**src/rtl/issue_ctrl.sv**
```systemverilog
// issue_ctrl: single-issue decode/issue sequencer with a RAW/WAW scoreboard,
// registered issue slot and branch/WFI/trap serialisation.
module issue_ctrl #(
    parameter int NREGS     = 32,
    parameter bit ALLOW_WAW = 1'b0
) (
    input  logic        clk,
    input  logic        rst_n,
    input  logic [31:0] instr_i,
    input  logic        instr_vld_i,
    output logic        instr_rdy_o,
    input  logic        dec_vld_i,
    input  logic        dec_rd_vld_i,
    input  logic        dec_rs1_vld_i,
    input  logic        dec_rs2_vld_i,
    input  logic        dec_is_branch_i,
    input  logic        dec_is_jal_i,
    input  logic        dec_is_wfi_i,
    input  logic [3:0]  dec_imm_i,
    input  logic [3:0]  dec_aluop_i,
    input  logic        wb_vld_i,
    input  logic [4:0]  wb_rd_i,
    input  logic        br_done_i,
    input  logic        flush_i,
    input  logic        irq_i,
    output logic        iss_vld_o,
    input  logic        iss_rdy_i,
    output logic [31:0] iss_instr_o,
    output logic [3:0]  iss_aluop_o,
    output logic [3:0]  iss_imm_o,
    output logic        iss_rd_vld_o,
    output logic        iss_is_branch_o,
    output logic        iss_is_jal_o,
    output logic        illegal_o,
    output logic [1:0]  state_o
);
    typedef enum logic [1:0] {RUN, BR_WAIT, WFI, TRAP} state_t;

    state_t           state, state_n;
    logic [NREGS-1:1] sb, sb_eff, sb_n;
    logic [4:0]       rd, rs1, rs2;
    logic             hazard, accept, issue;

    assign rd  = instr_i[11:7];
    assign rs1 = instr_i[19:15];
    assign rs2 = instr_i[24:20];

    // x0 has no scoreboard bit, so it can never be busy
    always_comb begin
        hazard = 1'b0;
        sb_eff = '0;
        for (int i = 1; i < NREGS; i++) begin
            sb_eff[i] = sb[i] & !(wb_vld_i && wb_rd_i == 5'(i));
            hazard = hazard | (sb_eff[i] & ((dec_rs1_vld_i && rs1 == 5'(i)) ||
                                            (dec_rs2_vld_i && rs2 == 5'(i)) ||
                                            (!ALLOW_WAW && dec_rd_vld_i && rd == 5'(i))));
        end
    end

    assign instr_rdy_o = (state == RUN) & (!iss_vld_o | iss_rdy_i) & !hazard & !flush_i;
    assign accept      = instr_vld_i & instr_rdy_o;
    assign issue       = accept & dec_vld_i & !dec_is_wfi_i;

    always_comb begin
        sb_n = '0;
        for (int i = 1; i < NREGS; i++)
            sb_n[i] = sb_eff[i] | (issue && dec_rd_vld_i && rd == 5'(i));
    end

    always_comb begin
        state_n = state;
        case (state)
            RUN:     if (accept) state_n = !dec_vld_i ? TRAP : dec_is_wfi_i ? WFI :
                                           (dec_is_branch_i | dec_is_jal_i) ? BR_WAIT : RUN;
            BR_WAIT: if (br_done_i) state_n = RUN;
            WFI:     if (irq_i) state_n = RUN;
            default: state_n = TRAP;
        endcase
        if (flush_i) state_n = RUN;
    end

    always_ff @(posedge clk) begin
        if (!rst_n) begin
            state           <= RUN;
            sb              <= '0;
            iss_vld_o       <= 1'b0;
            iss_instr_o     <= '0;
            iss_aluop_o     <= '0;
            iss_imm_o       <= '0;
            iss_rd_vld_o    <= 1'b0;
            iss_is_branch_o <= 1'b0;
            iss_is_jal_o    <= 1'b0;
            illegal_o       <= 1'b0;
        end else begin
            state     <= state_n;
            sb        <= sb_n;
            illegal_o <= accept & !dec_vld_i;
            iss_vld_o <= !flush_i & (issue | (iss_vld_o & !iss_rdy_i));
            if (issue) begin
                iss_instr_o     <= instr_i;
                iss_aluop_o     <= dec_aluop_i;
                iss_imm_o       <= dec_imm_i;
                iss_rd_vld_o    <= dec_rd_vld_i;
                iss_is_branch_o <= dec_is_branch_i;
                iss_is_jal_o    <= dec_is_jal_i;
            end
        end
    end

    assign state_o = state;
endmodule

```
**config.mk**
```make
export PLATFORM = sky130hd
export DESIGN_NAME = issue_ctrl
export DESIGN_NICKNAME = d
export VERILOG_FILES = /design/src/rtl/issue_ctrl.sv
export SDC_FILE = /design/constraint.sdc
export NUM_CORES = 1
export LEC_CHECK = 0
export CAP_MARGIN = 20
export CORE_ASPECT_RATIO = 0.75
export CORE_UTILIZATION = 48
export DETAILED_ROUTE_END_ITERATION = 6
export GPL_ROUTABILITY_DRIVEN = 0
export MAX_ROUTING_LAYER = met4
export PLACE_DENSITY = 0.88
export SYNTH_ARGS = -nofsm -noshare
export SYNTH_HDL_FRONTEND = slang
export SYNTH_SLANG_ARGS = --single-unit
```
**constraint.sdc**
```tcl
create_clock -name clk -period 3.95 [get_ports clk]
set_input_delay 0.9875 -clock clk [delete_from_list [all_inputs] [get_ports clk]]
set_output_delay 0.9875 -clock clk [all_outputs]
set_load 0.03 [all_outputs]
```
# Word level (Yosys, flattened, before mapping)
# Cells that the tools add are included.
# W data, S select, Z words.
# classes
addsub	0
n_mul	0
n_div	0
magnitude_cmp	0
n_eq_ne	129
shift	0
muxes	7
bitwise	136
n_reduce_logical	258
# op_table
cell	count
$eq A5 B5 Y1 const B	64
$eq A5 B4 Y1 const B	32
$logic_and A1 B1 Y1	156
$eq A5 B3 Y1 const B	16
$and A1 B1 Y1	71
$or A1 B1 Y1	64
$logic_or A1 B1 Y1	62
$eq A5 B2 Y1 const B	8
$logic_not A1 Y1	37
$eq A5 B1 Y1 const B	4
$mux W2	5
$ne A2 B2 Y1 const B	3
$pmux W2 S3	1
$reduce_and A3 Y1	1
$eq A2 B1 Y1 const B	1
$eq A2 B2 Y1 const B	1
$logic_not A2 Y1	1
$reduce_or A2 Y1	1
$mux W1	1
$not A1 Y1	1
# totals
ff_bits	78
latchBits	0
ramBits	0
mem_bits_ro	0
word_cells	540
n_memories	0

# Logic depth before layout (Yosys ltp)
# depth
depth_word	44
depth_mapped	13
depth_no_buf	8

# Worst setup path before layout
# No wires, ideal clock.
# synth_path
kind	input port to output port
start	input instr_i[9]
end	output instr_rdy_o
t_arrival_ns	2.595
slack_ns	0.367
stages	8
n_path_buf	2
path_cell_list	clkbuf_1 nor2b_1 clkbuf_1 a22oi_1 a21oi_1 nor4_1 nand4_1 nor2_1
# synth_between
elab_chain_cells	37
elab_cells_between_ends	157
# synth_lines
element	line_no	rtl
start, declared	9	input logic [31:0] instr_i,
$eq A5 B1 Y1 / $eq A5 B2 Y1 (equally long branches)	56	(!ALLOW_WAW && dec_rd_vld_i && rd == 5'(i))));
$logic_and A1 B1 Y1	56	
$logic_or A1 B1 Y1	55	(dec_rs2_vld_i && rs2 == 5'(i)) ||
$and A1 B1 Y1	54	hazard = hazard | (sb_eff[i] & ((dec_rs1_vld_i && rs1 == 5'(i)) ||
$or A1 B1 Y1 (29 in a row)	54	
$or A1 B1 Y1 *	54	
$logic_not A1 Y1 *	60	assign instr_rdy_o = (state == RUN) & (!iss_vld_o | iss_rdy_i) & !hazard & !flush_i;
$and A1 B1 Y1 * (2 in a row)	60	
end, declared	11	output logic instr_rdy_o,
# Mark *: on every way between the ends. The rest lies on a longest branch, timed or not.

# Worst setup path in the final report
# layout_path
start	input dec_rs2_vld_i
end	output instr_rdy_o
# layout_between
elab_chain_cells	37
elab_cells_between_ends	157
# layout_lines
element	line_no	rtl
start, declared	15	input logic dec_rs2_vld_i,
$logic_and A1 B1 Y1	55	
$logic_or A1 B1 Y1	54	
$logic_or A1 B1 Y1	55	
$and A1 B1 Y1	54	
$or A1 B1 Y1 (29 in a row)	54	
$or A1 B1 Y1 *	54	
$logic_not A1 Y1 *	60	
$and A1 B1 Y1 * (2 in a row)	60	
# Marks and branches as above.

==> tab_implementation.tex <==
\begin{tabular}{lr}
\hline
Metric & Value \\
\hline
\multicolumn{2}{l}{\textbf{Pwr}} \\
Leak pwr & 2.03 nW \\
Total power consumption of the routed design & 1.81 mW \\
Total power per unit cell area & 306 nW/µm² \\
Max IR drop VDD & 0.274 mV \\
\multicolumn{2}{l}{\textbf{Place}} \\
HPWL after detailed placement & 9880 µm \\
Port bufs & 107 \\
\multicolumn{2}{l}{\textbf{Timing}} \\
Fmax & 254 MHz \\
Time the final worst path needs with I/O delays and setup & 3930 ps \\
Setup-failing EPs final & 0 \\
Hold Violations, Final & 0 \\
Worst-Margin Slew & 540 ps \\
Clk\_skew & 9.31 ps \\
Crit share post-route & 99.5\% \\
Max-slew headroom at the worst pin & 63.5\% \\
Final max-slew violation count & 0 \\
Worst Hold Slack & 469 ps \\
\multicolumn{2}{l}{\textbf{Global route}} \\
First-pass GRT wire length & 21900 µm \\
Number of global-route vias before repair & 4478 \\
Overall overflow remaining after global route & 0 \\
Pin count of the biggest net entering global routing & 48 \\
Antenna violations before repair & 0 \\
Global-route usage over all layers & 33.8\% \\
\multicolumn{2}{l}{\textbf{Clocking}} \\
Clock slew at reported path FFs & 80 ps \\
Clock latency of the later-clocked register in the worst-skew pair & 360 ps \\
Number of clock sinks seen by CTS & 78 \\
Post-cts hold buffer count & 0 \\
Maximum number of buffers from clock root to sink & 2 \\
CTS tree & done \\
CTS buffer count & 9 \\
Root buffer selected by CTS & sky130\_fd\_sc\_hd\_\_clkbuf\_8 \\
Maximum level of the CTS H-tree & 3 \\
\multicolumn{2}{l}{\textbf{Yosys}} \\
Dominant cells by area after synthesis & sky130\_fd\_sc\_hd\_\_dfxtp\_1, sky130\_fd\_sc\_hd\_\_o21ai\_0, sky130\_fd\_sc\_hd\_\_nand2\_1 \\
Number of synthesized flops with an enable pin & 0 \\
Synthesized netlist cell count & 505 \\
Dominant register cell in the synthesized netlist & sky130\_fd\_sc\_hd\_\_dfxtp\_1 \\
Number of unique standard cell types used by synthesis & 41 \\
Cell types with the highest counts after synthesis & sky130\_fd\_sc\_hd\_\_dfxtp\_1, sky130\_fd\_sc\_hd\_\_nand2\_1, sky130\_fd\_sc\_hd\_\_o21ai\_0, sky130\_fd\_sc\_hd\_\_nand3\_1 \\
Flop and latch count out of synthesis & 78 \\
Mapped Nets & 568 \\
Synth warnings & 0 \\
Synth async-reset ratio & 0\% \\
Post-synthesis cell type with the largest combined area & sky130\_fd\_sc\_hd\_\_dfxtp\_1 \\
Share of the synthesized area in the top cell type & 39.5\% \\
Portion of the post-synthesis area used by sequential elements & 39.5\% \\
Mean cell area of the mapped netlist & 7.83 µm² \\
Dominant cell by count in the synthesized netlist & sky130\_fd\_sc\_hd\_\_dfxtp\_1 \\
Post-Synthesis Cell Area & 3960 µm² \\
\multicolumn{2}{l}{\textbf{Critical path}} \\
Endpoint class of the critical path & primary output \\
Cells on worst reg2reg path & 8 \\
CP Max Fanout & 8 \\
CP required & 2960 ps \\
Kind of critical path & input pin to primary output \\
Kind of start point of the critical path & input pin \\
Arr. time, crit path & 2940 ps \\
\multicolumn{2}{l}{\textbf{Layout}} \\
Count of nets after finishing & 706 \\
Area of the multi-input gates & 2500 µm² \\
Share of layout cells above drive strength 1 & 22.4\% \\
Antenna diode instance count & 0 \\
Storage cell area & 1560 µm² \\
Syn-to-layout area delta & 49.0\% \\
Filler Cell Count & 541 \\
\multicolumn{2}{l}{\textbf{Floorplanning}} \\
Initial Utilization & 49.7\% \\
Die width & 107 µm \\
Rows & 28 \\
Area inside the core boundary & 7950 µm² \\
Die Y-Extent & 80.6 µm \\
Overall die area & 8610 µm² \\
Number of primary I/O pins & 108 \\
\multicolumn{2}{l}{\textbf{Routing}} \\
Total vias in the final route & 4779 \\
DR pass1 iterations & 7 \\
Vias per cell & 6.35 \\
Antenna Violating Nets Remaining & 0 \\
Number of remaining DRC errors & 4 \\
Total length of routed wires & 14600 µm \\
Detailed router's first-iteration violation count & 630 \\
WL per Instance & 19.4 µm \\
\multicolumn{2}{l}{\textbf{Status}} \\
Result of the run & finished with violations \\
Violated checks & DRC \\
\multicolumn{2}{l}{\textbf{Min path}} \\
WHS Path Cells & 2 \\
Class of the most critical hold timing path & flip-flop to flip-flop \\
\multicolumn{2}{l}{\textbf{Run}} \\
Number of maximum-capacitance violations & 0 \\
\hline
\end{tabular}
[cell families (layout without fill, tap and decap cells)]
group | Yosys count | in the layout | share of synthesized area [%]
compound gates | 175 | 175 | 26.1
fa+ha+maj | 3 | 3 | 0.949
buf+inv | 46 | 189 | 4.55
flops | 78 | 78 | 39.5
simple gates | 203 | 203 | 29.0
[power breakdown]
part | switching, mW | internal, mW
Combinational | 0.172 | 0.129
Sequential | 0.00675 | 0.798
Clock | 0.322 | 0.378
Total | 0.500 | 1.31
[path summary, 6_finish.rpt]
kind,slack [ps],to,from
setup / recovery,20,instr_rdy_o,dec_rs2_vld_i
hold / removal,470,iss_aluop_o[0],iss_aluop_o[0]
setup reg to reg,980,sb[26],state_o[0]
hold reg to reg,470,iss_aluop_o[0],iss_aluop_o[0]
[metal layers]
metal | global-route usage [%] | routed length, µm | share of wire (%) | vias to the layer above
li1 | - | - | - | 2175
met5 | - | 0 | 0 | -
met2 | 53.7 | 6690 | 46 | 325
met1 | 41.1 | 5730 | 39 | 2208
met3 | 9.58 | 1700 | 12 | 71
met4 | 12.6 | 458 | 3.1 | 0
[through the flow]
stage	setup slack, ps	util [%]	TNS (ps)	area [µm²]	instances
after floorplan	367	-	0	3960	505
after global placement	-321	68.0	-8530	5410	733
after detailed placement	-437	68.0	-15130	5410	733
after CTS	4.10	73.2	0	5820	751
after global routing	-44.2	74.1	-44.2	5890	753
final	19.2	74.1	0	5890	753
[worst max-delay path, stage by stage]
cell	delay, ps
sky130_fd_sc_hd__dlygate4sd2_1	310
sky130_fd_sc_hd__and4b_1	290
sky130_fd_sc_hd__a22oi_1	300
sky130_fd_sc_hd__a21oi_1	130
sky130_fd_sc_hd__nor4_1	300
sky130_fd_sc_hd__nand4_1	170
sky130_fd_sc_hd__buf_4	190
sky130_fd_sc_hd__nor2_2	120
sky130_fd_sc_hd__buf_6	150
[final cells by class]
cell class	instances	area share (%)
tap	105	2.23
timing repair buffer	166	24.5
clock inverter	6	1.55
multi-input combinational	381	42.5
sequential	78	26.5
inverter	7	0.446
clock buffer	10	2.33
[cells in the final DEF, fill, tap and decap left out, types with 3 or more instances in the layout]
cell and count:
sky130_fd_sc_hd__o21ai_1 8, sky130_fd_sc_hd__nor4_1 3, sky130_fd_sc_hd__nor4b_1 4, sky130_fd_sc_hd__dfxtp_1 78
sky130_fd_sc_hd__nand3b_1 3, sky130_fd_sc_hd__nor2b_1 4, sky130_fd_sc_hd__o31ai_1 4, sky130_fd_sc_hd__o22ai_1 28
sky130_fd_sc_hd__nand3_1 48, sky130_fd_sc_hd__and4b_1 7, sky130_fd_sc_hd__clkbuf_2 12, sky130_fd_sc_hd__o21ai_2 9
sky130_fd_sc_hd__nor2_1 4, sky130_fd_sc_hd__a22oi_2 8, sky130_fd_sc_hd__nand4b_1 5, sky130_fd_sc_hd__nor4bb_4 3
sky130_fd_sc_hd__o21ai_0 52, sky130_fd_sc_hd__clkdlybuf4s50_1 81, sky130_fd_sc_hd__ha_1 3, sky130_fd_sc_hd__nor4bb_2 5
sky130_fd_sc_hd__inv_1 6, sky130_fd_sc_hd__clkbuf_8 10, sky130_fd_sc_hd__o21ai_4 4, sky130_fd_sc_hd__a21oi_1 32
sky130_fd_sc_hd__a22oi_1 24, sky130_fd_sc_hd__and2_4 3, sky130_fd_sc_hd__nand4_1 6, sky130_fd_sc_hd__nand2_1 75
sky130_fd_sc_hd__dlygate4sd2_1 10, sky130_fd_sc_hd__nor2b_2 3, sky130_fd_sc_hd__nor4_2 5, sky130_fd_sc_hd__buf_4 59
[registers in the layout, summed over array words and instances, names as in the netlist]
register         count
iss_instr_o         32
sb                  31
iss_aluop_o          4
iss_imm_o            4
state_o              2
illegal_o            1
iss_is_branch_o      1
iss_is_jal_o         1
iss_rd_vld_o         1
iss_vld_o            1
[timing repair]
action	4_1_cts	5_1_grt
setup buffers	2	2
gates resized for setup	88	47
endpoints found under the setup margin	15	3
gates cloned	0	0
pin swaps	8	9
hold endpoints to repair	0	0
(Power assumes the default switching activity.)
